<file path="config.mk">
export PLATFORM = sky130hd
export DESIGN_NAME = baud_gen
export DESIGN_NICKNAME = d
export VERILOG_FILES = /design/src/rtl/baud_gen.sv
export SDC_FILE = /design/constraint.sdc
export NUM_CORES = 1
export LEC_CHECK = 0
export ABC_AREA = 1
export BUFFER_PORTS_ARGS = -buffer_cell sky130_fd_sc_hd__buf_4
export CAP_MARGIN = 20
export CORE_MARGIN = 1
export CORE_UTILIZATION = 60
export CTS_BUF_LIST = sky130_fd_sc_hd__clkbuf_4
export DETAILED_ROUTE_END_ITERATION = 12
export PLACE_DENSITY = 0.76
export RECOVER_POWER = 25
export SLEW_MARGIN = 5
export SYNTH_ARGS = -nofsm -noshare
export SYNTH_HDL_FRONTEND = slang
export SYNTH_SLANG_ARGS = --single-unit
</file>
<file path="constraint.sdc">
create_clock -name clk -period 3.43 [get_ports clk]
set_input_delay 0.5145 -clock clk [delete_from_list [all_inputs] [get_ports clk]]
set_output_delay 0.5145 -clock clk [all_outputs]
set_load 0.05 [all_outputs]
</file>
<file path="src/rtl/baud_gen.sv">
// UART baud generator: fractional divider producing oversample, mid-bit and bit strobes
// plus a 50% duty baud clock. Divisor updates go through shadow registers.
module baud_gen #(
    parameter int DIV_W    = 16,
    parameter int FRAC_W   = 4,
    parameter int OVS      = 16,
    parameter int DEF_INT  = 27,
    parameter int DEF_FRAC = 2
) (
    input  logic              clk,
    input  logic              rst,
    input  logic              en,
    input  logic [DIV_W-1:0]  div_int,
    input  logic [FRAC_W-1:0] div_frac,
    input  logic              load,
    input  logic              sync,
    output logic              ovs_tick,
    output logic              mid_tick,
    output logic              bit_tick,
    output logic              oclk,
    output logic              upd_pend
);
    localparam int OVS_W = $clog2(OVS);

    logic [DIV_W-1:0]  cnt_q, cnt_d;
    logic [OVS_W-1:0]  ovs_cnt_q, ovs_cnt_d;
    logic [FRAC_W-1:0] acc_q, acc_d;
    logic              c_q, c_d;
    logic [DIV_W-1:0]  act_int_q, act_int_d;
    logic [FRAC_W-1:0] act_frac_q, act_frac_d;
    logic [DIV_W-1:0]  shd_int_q, shd_int_d;
    logic [FRAC_W-1:0] shd_frac_q, shd_frac_d;
    logic              upd_pend_q, upd_pend_d;
    logic              ovs_tick_q, ovs_tick_d;
    logic              mid_tick_q, mid_tick_d;
    logic              bit_tick_q, bit_tick_d;
    logic              oclk_q, oclk_d;

    logic [DIV_W-1:0]  int_cl;
    logic [DIV_W:0]    pm1;
    logic              wrap;
    logic              pend_eff;
    logic [FRAC_W-1:0] frac_use;
    logic [FRAC_W:0]   acc_sum;
    logic [OVS_W-1:0]  ovs_nxt;

    // A load in the same cycle as a wrap/sync is captured first, then applied.
    assign shd_int_d  = load ? div_int  : shd_int_q;
    assign shd_frac_d = load ? div_frac : shd_frac_q;
    assign pend_eff   = load | upd_pend_q;

    assign int_cl   = (act_int_q < DIV_W'(2)) ? DIV_W'(2) : act_int_q;
    assign pm1      = {1'b0, int_cl} + {{DIV_W{1'b0}}, c_q} - (DIV_W+1)'(1);
    assign wrap     = ({1'b0, cnt_q} == pm1);
    assign frac_use = pend_eff ? shd_frac_d : act_frac_q;
    assign acc_sum  = {1'b0, acc_q} + {1'b0, frac_use};
    assign ovs_nxt  = (ovs_cnt_q == OVS_W'(OVS - 1)) ? '0 : ovs_cnt_q + OVS_W'(1);

    always_comb begin
        cnt_d      = cnt_q;
        ovs_cnt_d  = ovs_cnt_q;
        acc_d      = acc_q;
        c_d        = c_q;
        act_int_d  = act_int_q;
        act_frac_d = act_frac_q;
        upd_pend_d = load | upd_pend_q;
        ovs_tick_d = 1'b0;
        mid_tick_d = 1'b0;
        bit_tick_d = 1'b0;
        oclk_d     = oclk_q;

        if (!en) begin
            cnt_d     = '0;
            ovs_cnt_d = '0;
            acc_d     = '0;
            c_d       = 1'b0;
            oclk_d    = 1'b0;
            // Idle: a shadow captured last cycle becomes active now.
            if (upd_pend_q) begin
                act_int_d  = shd_int_q;
                act_frac_d = shd_frac_q;
                upd_pend_d = load;
            end
        end else if (sync) begin
            cnt_d     = '0;
            ovs_cnt_d = '0;
            acc_d     = '0;
            c_d       = 1'b0;
            oclk_d    = 1'b0;
            if (pend_eff) begin
                act_int_d  = shd_int_d;
                act_frac_d = shd_frac_d;
                upd_pend_d = 1'b0;
            end
        end else if (wrap) begin
            cnt_d      = '0;
            acc_d      = acc_sum[FRAC_W-1:0];
            c_d        = acc_sum[FRAC_W];
            ovs_tick_d = 1'b1;
            ovs_cnt_d  = ovs_nxt;
            bit_tick_d = (ovs_nxt == '0);
            mid_tick_d = (ovs_nxt == OVS_W'(OVS / 2));
            if (bit_tick_d) begin
                oclk_d = 1'b1;
            end else if (mid_tick_d) begin
                oclk_d = 1'b0;
            end
            // The wrap itself already used the new fraction; the new integer starts next interval.
            if (pend_eff) begin
                act_int_d  = shd_int_d;
                act_frac_d = shd_frac_d;
                upd_pend_d = 1'b0;
            end
        end else begin
            cnt_d = cnt_q + DIV_W'(1);
        end
    end

    always_ff @(posedge clk or posedge rst) begin
        if (rst) begin
            cnt_q      <= '0;
            ovs_cnt_q  <= '0;
            acc_q      <= '0;
            c_q        <= 1'b0;
            act_int_q  <= DIV_W'(DEF_INT);
            act_frac_q <= FRAC_W'(DEF_FRAC);
            shd_int_q  <= '0;
            shd_frac_q <= '0;
            upd_pend_q <= 1'b0;
            ovs_tick_q <= 1'b0;
            mid_tick_q <= 1'b0;
            bit_tick_q <= 1'b0;
            oclk_q     <= 1'b0;
        end else begin
            cnt_q      <= cnt_d;
            ovs_cnt_q  <= ovs_cnt_d;
            acc_q      <= acc_d;
            c_q        <= c_d;
            act_int_q  <= act_int_d;
            act_frac_q <= act_frac_d;
            shd_int_q  <= shd_int_d;
            shd_frac_q <= shd_frac_d;
            upd_pend_q <= upd_pend_d;
            ovs_tick_q <= ovs_tick_d;
            mid_tick_q <= mid_tick_d;
            bit_tick_q <= bit_tick_d;
            oclk_q     <= oclk_d;
        end
    end

    assign ovs_tick = ovs_tick_q;
    assign mid_tick = mid_tick_q;
    assign bit_tick = bit_tick_q;
    assign oclk     = oclk_q;
    assign upd_pend = upd_pend_q;

endmodule

</file>
After elaboration in Yosys (flattened, before gate mapping):

Index checks and enable logic that the tools add are counted.

* register bits after elaboration: 70
* input bits: 25
* word-level logic and storage cells: 73

* multiplexer cells: 44
* $add $sub $neg: 5
* order comparisons: 1
* reduce and logical (&&, ||, !) cells: 4
* bitwise logic cells: 1
* equal/unequal tests: 5

Operator list (count)
* $mux W16: 10
* $mux W4: 13
* $mux W1: 21
* $add A16 B1 Y17: 1
* $eq A16 B17 Y1: 1
* $sub A17 B1 Y17 const B: 1
* $add A16 B1 Y16 const B: 1
* $lt A16 B2 Y1 const B: 1
* $eq A4 B4 Y1 const B: 2
* $add A4 B4 Y5: 1
* $add A4 B1 Y4 const B: 1
* $logic_not A4 Y1: 1
* $ne A4 B1 Y1 const B: 1
* $reduce_and A2 Y1: 2
* $ne A3 B1 Y1 const B: 1
* $reduce_bool A2 Y1: 1
* $or A1 B1 Y1: 1

Logic depth before layout (Yosys ltp):

Gate-level depths: netlist of the first run.

* depth in word-level cells: 8
* mapped depth: 22
* depth with buffers taken out: 21

Worst setup path before layout of the first run:

Ideal clock, no wire load.

* path type: flip-flop to flip-flop
* from: register act_int_q[9]
* to: register act_int_q[5]
* library setup time: 117 ps
* path slack: 690 ps
* arrival time: 2623 ps
* required time: 3313 ps
* stages on the path, launching flop included: 23
* buffers on the path: 1
* cells stage by stage: dfrtp_1 -> nor2_2 -> nand2_2 -> nor2_4 -> nand2_4 -> nand2_1 -> ha_1 -> ha_1 -> nand2_1 -> nor2_1 -> nand2_1 -> nand2_1 -> nand2_1 -> nand2_1 -> nand2_1 -> nand3b_1 -> nor2_1 -> nand4_2 -> nand2_2 -> nand2_2 -> buf_2 -> nand2_1 -> nand2_1

* cells in the longest elaborated chain, start to end: 7

RTL lines
* from (decl): RTL line 29 `logic [DIV_W-1:0] act_int_q, act_int_d;`
* from (signal assigned): RTL line 125 `act_int_q <= DIV_W'(DEF_INT);`
* from (signal assigned): RTL line 139 `act_int_q <= act_int_d;`
* $lt A16 B2 Y1: RTL line 52 `assign int_cl = (act_int_q < DIV_W'(2)) ? DIV_W'(2) : act_int_q;`
* $mux W16 (*): RTL line 52
* $add A16 B1 Y17 (*): RTL line 53 `assign pm1 = {1'b0, int_cl} + {{DIV_W{1'b0}}, c_q} - (DIV_W+1)'(1);`
* $sub A17 B1 Y17 (*): RTL line 53
* $eq A16 B17 Y1 (*): RTL line 54 `assign wrap = ({1'b0, cnt_q} == pm1);`
* $ne A3 B1 Y1 (no source line) (*)
* $reduce_and A2 Y1 (no source line) (*)

Mark *: on every way between the ends. The rest lies on a longest branch, timed or not.
A chain may end at the register's enable or synchronous reset.

Final worst setup path of the first run:

* from: register act_int_q[9]
* to: register act_int_q[6]

Same word-level chain as after synthesis.

==> results.yml, run 1 <==
place:
  globalplace.congestion: 0.932
  dp.cells: 645
  hpwlAfterDp_um: 6550
  io_buffers: 29
timing:
  report.final.hold_viol_count: 0
  worstMarginPinSlew_ns: 1.40
  maxSlewViolCount: 0
  fin_crit_ns: 3.12
  maxSlewHeadroom_pct: 6.39
  setup_violations: 0
  fmax_mhz: 320
  fin_crit_sh_pct: 91.0
  skew_ns: 0.0150
floorplanning:
  die_area_mm2: 0.00716
  placementRows: 29
  dieWidth_um: 84.6
  pin_count: 30
  start_util_pct: 63.4
  die_h_um: 84.6
  core-area_mm2: 0.00646
synth:
  synth-async-reset-ratio_pct: 100
  ys_seq_elements: 70
  syn-cell-area_mm2: 0.00409
  syn_nets: 586
  synth_cells: 551
  synth_edf_count: 0
  ys_warn_count: 0
  ys_seq_area_share_pct: 43.0
  ys_types: 34
  avgSynthCellArea_um2: 7.43
  synth_ff_type: "dfrtp_1"
power_and_ir_drop:
  switching_share_pct: 36.1
  ir_drop_mv: 0.272
  seqPwrFrac_pct: 50.1
  p_clk_share_pct: 23.1
  p_leak_nw: 2.33
  power.density_mw_per_mm2: 426
  p_sw_mw: 0.695
  power_mw: 1.93
  p_comb_share_pct: 26.8
  power.internal_mw: 1.23
worst_setup_path:
  crit_top_cell: "nand3_1"
  crit_type: "reg -> reg"
  worstPathRequired_ns: 3.79
  crit_chain: "nor2_2, nand2_2, nor2_4, nand2_4, nand2_1, ha_1, ha_1, nand2_2, nor2_2, nand3_1, xor2_2, nand3_1, nor2_1, nand4_2, nand2_4, buf_6, nand3_1, nand2_1"
  end_kind: "flip-flop"
  cpPeakStageDelay_ns: 0.46
  crit_fanout: 18
  worst_path_max_delay_cell: "dfrtp_2"
  crit_arrival_ns: 3.49
  cp-start-kind: "flip-flop"
global_route:
  grt_use_met3_pct: 5.41
  grt_max_degree: 46
  busiest_layer: "met2"
  met2_usage_pct: 43.2
  grt_pass1_wl_um: 15400
  grt_pass1_vias: 3321
  use_met1_pct: 38.1
  gr-total-overflow: 0
  grt_antenna_before_repair: 0
  grt_usage_pct: 27.4
cts:
  clk_latency_ns: 0.43
  clk_pin_slew_ns: 0.12
  root_buffer: "clkbuf_4"
  clock-sinks: 70
  cts_made_buffers: 9
  cts_buffer_depth: 2
  cts_tree: "yes"
  h-tree-depth: 3
cells_and_area:
  drive_gt1_share_pct: 13.9
  fin_cells: 665
  area_growth_pct: 10.6
  fin_util_pct: 70.1
  diodes: 0
  nNetsFinal: 618
drt:
  drtIter0Drc: 269
  routed_wl_um: 8860
  drt-pass1-iter-count: 5
  viasPerCell: 5.38
  vias: 3581
  drc: 0
  ant_nets: 0
  post_drt_wl_per_cell_um: 13.3
run_status:
  status: "complete, no violations"
flow_run:
  drv_cap: 0
worst_hold_path:
  min_path_type: "in -> async"
[cell usage after synthesis, drive strengths merged (3+ instances only)]
master / count / area, um2
dfstp: 5 / 131
nor3: 5 / 25.0
o21ai: 50 / 250
xor2: 10 / 87.6
nand2: 174 / 676
nand4: 11 / 75.1
a21oi: 9 / 45.0
xnor2: 9 / 78.8
dfrtp: 65 / 1630
nor2: 54 / 238
clkbuf: 9 / 33.8
buf: 9 / 65.1
nand3b: 3 / 22.5
inv: 60 / 225
nand3: 60 / 310
ha: 9 / 113
[layout make-up]
type                            count  area [um2]
Inverter                           60         225
Sequential cell                    70        1760
Multi-Input combinational cell    404        2050
Tap cell                           77        96.3
Clock buffer                        9        67.6
Timing Repair Buffer               38         285
Clock inverter                      7        41.3
Fill cell                         553        1930
[worst paths after layout]
path / start / end / slack [ns] / cells past startpoint
min in group clk: div_frac[2] / shd_frac_q[2] / 0.32 / 3
setup reg to reg: act_int_q[9] / act_int_q[6] / 0.31 / 18
setup / recovery: act_int_q[9] / act_int_q[6] / 0.31 / 18
hold / removal: rst / acc_q[2] / 0.29 / 2
hold reg to reg: act_frac_q[1] / act_frac_q[1] / 0.47 / 2
max in group asynchronous: rst / act_int_q[9] / 1.97 / 3
[worst max-delay path, delay by kind of cell (launching register included)]
family	cells	cell delay (ns)
AND/OR/NAND/NOR	14	1.84
flip-flops	1	0.46
adder cells (fa/ha/maj)	2	0.37
XOR/XNOR	1	0.19
buffers and inverters	1	0.19
[stage by stage]
| stage | hold WS [ns] | TNS, ns | setup WS (ns) | area (um2) |
|---|---|---|---|---|
| after floorplan | 0.442 | 0 | 0.690 | 4090 |
| after global placement | 0.454 | 0 | 0.269 | 4350 |
| after detailed placement | 0.454 | 0 | 0.161 | 4350 |
| after CTS | 0.122 | 0 | 0.131 | 4460 |
| after global routing | 0.314 | -0.107 | -0.0185 | 4530 |
| final | 0.289 | 0 | 0.307 | 4530 |
[what timing repair did]
action                                  CTS  global route
endpoints found under the setup margin    0            36
resized for setup                         0            11
buffers inserted                          0             3
hold buffers                              0             0
[cell usage in the layout (no fill, tap or decap), drive strengths merged, types with 9 or more instances in the layout]
cell and count:
nor2 54, nand3 60, inv 60, nand4 11
xor2 10, dfrtp 65, o21ai 50, buf 36
ha 9, xnor2 9, a21oi 9, nand2 175
clkbuf 11
[power groups by stage]
stage	registers [mW]	logic (mW)	clock network, mW
5_1_grt	0.974	0.590	0.495
6_report	0.965	0.517	0.446
4_1_cts	0.961	0.503	0.454
2_1_floorplan	0.960	0.391	0
3_5_place_dp	0.976	0.501	0
3_3_place_gp	0.973	0.488	0
[layer usage]
| layer | vias up | share of wire [%] |
|---|---|---|
| li1 | 1823 | - |
| met4 | 0 | 1.6 |
| met3 | 11 | 4.6 |
| met1 | 1663 | 48 |
| met5 | - | 0 |
| met2 | 84 | 46 |
[flip-flops by register name, summed over array words and instances, names as in the netlist]
name / cells
act_frac_q: 4
mid_tick: 1
upd_pend: 1
ovs_tick: 1
acc_q: 4
oclk: 1
c_q: 1
cnt_q: 16
act_int_q: 16
shd_frac_q: 4
bit_tick: 1
ovs_cnt_q: 4
shd_int_q: 16
[cell families (layout without fill, tap and decap cells)]
| logic type | count (synthesis) | count (layout) | share of synthesized area (%) |
|---|---|---|---|
| xor gates and xnor gates | 20 | 20 | 4.62 |
| DFF | 70 | 70 | 43.0 |
| adders and majority gates | 10 | 10 | 3.24 |
| buffers and inverters | 78 | 114 | 7.92 |
| and+or+nand+nor | 311 | 312 | 33.5 |
| AOI/OAI and AO/OA | 62 | 62 | 7.77 |
Power figures use the tool's default switching activity.
==> run 2, diff against run 1 <==
- CORE_UTILIZATION: 60 -> 30
- PLACE_DENSITY: 0.76 -> 0.44
- clock period: 3.43 -> 2.8 ns (I/O delays scaled with it)
==> results.yml, run 2 (synthesized netlist as in run 1, its figures left out) <==
run_status:
  status: "finished with violations"
  violations: "capacitance limit, slew limit, setup timing"
power_and_ir_drop:
  power.internal_mw: 1.75
  seqPwrFrac_pct: 42.0
  p_sw_mw: 0.973
  p_clk_share_pct: 20.9
  p_leak_nw: 2.72
  power_mw: 2.73
  switching_share_pct: 35.7
  p_comb_share_pct: 37.1
  ir_drop_mv: 0.214
  power.density_mw_per_mm2: 501
timing:
  worstMarginPinSlew_ns: 1.81
  fmax_mhz: 349
  fin_crit_sh_pct: 102
  worst_slack_ns: -0.0643
  grt_setup_unrepaired: "yes"
  setup_violations: 20
  maxSlewViolCount: 71
  skew_ns: 0.0195
  fin_setup_tns_ns: -0.732
  fin_crit_ns: 2.86
  maxSlewHeadroom_pct: -20.9
  report.final.hold_viol_count: 0
place:
  dp.cells: 787
  io_buffers: 29
  globalplace.congestion: 0.823
  hpwlAfterDp_um: 7650
floorplanning:
  dieWidth_um: 119
  die_h_um: 119
  die_area_mm2: 0.0141
  start_util_pct: 30.8
  pin_count: 30
  placementRows: 42
  core-area_mm2: 0.0133
worst_setup_path:
  crit_fanout: 8
  crit_type: "reg -> reg"
  r2r_cells: 19
  crit_arrival_ns: 3.21
  cp-start-kind: "flip-flop"
  worstPathRequired_ns: 3.14
  end_kind: "flip-flop"
global_route:
  grt_pass1_vias: 3680
  grt_max_degree: 71
  grt_pass1_wl_um: 18200
  met2_usage_pct: 25.4
  grt_use_met3_pct: 2.94
  gr-total-overflow: 0
  use_met1_pct: 22.4
  busiest_layer: "met2"
  grt_usage_pct: 16.4
  grt_antenna_before_repair: 0
drt:
  drt-pass1-iter-count: 4
  routed_wl_um: 10800
  vias: 3795
  drtIter0Drc: 188
  ant_nets: 0
  drc: 0
  viasPerCell: 4.59
  post_drt_wl_per_cell_um: 13.1
cts:
  clock-sinks: 70
  cts_tree: "yes"
  holdBufCountCts: 0
  clk_latency_ns: 0.45
  h-tree-depth: 3
  clk_pin_slew_ns: 0.12
  root_buffer: "clkbuf_4"
  cts_made_buffers: 9
  cts_buffer_depth: 2
cells_and_area:
  register_area_mm2: 0.00176
  fillers: 1365
  multiInputGateArea_mm2: 0.00226
  area_growth_pct: 32.9
  drive_gt1_share_pct: 29.4
  fin_cells: 827
  top_regs: "act_int_q (16), cnt_q (16), shd_int_q (16)"
  fin_util_pct: 40.9
  final_cell_mix: "nand2_1, buf_4, dfrtp_1"
  nNetsFinal: 680
  final_common_cell: "nand2_1"
worst_hold_path:
  whs_path_depth: 3
  min_path_type: "in -> reg"
flow_run:
  drv_cap: 1
run 2: metal layers:
layer,part of all wire (%),wire length [um]
met5,0,0
met4,1.6,173
met3,2.7,289
met2,46,4930
met1,50,5400
run 2: final cells by class:
cell class,count,share of cell area (%)
Timing Repair Buffer,100,16.0
Inverter,60,4.14
Multi-Input combinational cell,404,41.5
Clock buffer,10,1.38
Antenna cell,1,0.0460
Clock inverter,6,0.529
Sequential cell,70,32.3
Tap cell,176,4.05
run 2: critical path, cell delays in order, from the launching register on:
cell and delay [ns]:
dfstp_2 0.57, nor2_4 0.05, nand2_2 0.09, nor2_4 0.05
nand2_4 0.06, nand2_4 0.06, ha_4 0.16, ha_4 0.16
buf_4 0.13, buf_6 0.11, xnor2_2 0.12, xor2_1 0.20
nand4_1 0.16, nor2_2 0.15, nand4_2 0.15, nand2_4 0.16
buf_8 0.15, nand2_8 0.08, nand2_2 0.11, nand2_1 0.05
run 2: timing repair:
action	CTS	global route
setup endpoints to repair	50	50
pin swaps	27	18
resized for setup	40	34
gates cloned	2	2
buffers inserted	14	6
run 2: worst paths after layout:
path | from | to | slack [ns]
worst max-delay path | act_int_q[4] | act_int_q[10] | -0.06
worst min-delay path | div_int[2] | shd_int_q[2] | 0.21
worst max register to register | act_int_q[4] | act_int_q[10] | -0.06
worst min register to register | act_frac_q[1] | act_frac_q[1] | 0.48
max in group asynchronous | rst | ovs_cnt_q[0] | 1.14
min in group asynchronous | rst | shd_frac_q[1] | 0.60
run 2: power by group through the flow:
stage	Sequential [mW]	Combinational, mW	Clock (mW)
4_1_cts	1.15	0.954	0.599
3_5_place_dp	1.16	0.823	0
5_1_grt	1.16	1.12	0.637
6_report	1.15	1.01	0.570
2_1_floorplan	1.18	0.479	0
3_3_place_gp	1.16	0.820	0
run 2: per-stage QoR:
step / instance area [um2] / worst slack, ns / hold slack [ns]
3_5_place_dp: 4840 / -0.301 / 0.460
6_report: 5440 / -0.0643 / 0.208
5_1_grt: 5440 / -0.276 / 0.206
2_1_floorplan: 4090 / 0.0599 / 0.442
4_1_cts: 5260 / -0.0172 / 0.0325
3_3_place_gp: 4840 / -0.231 / 0.455
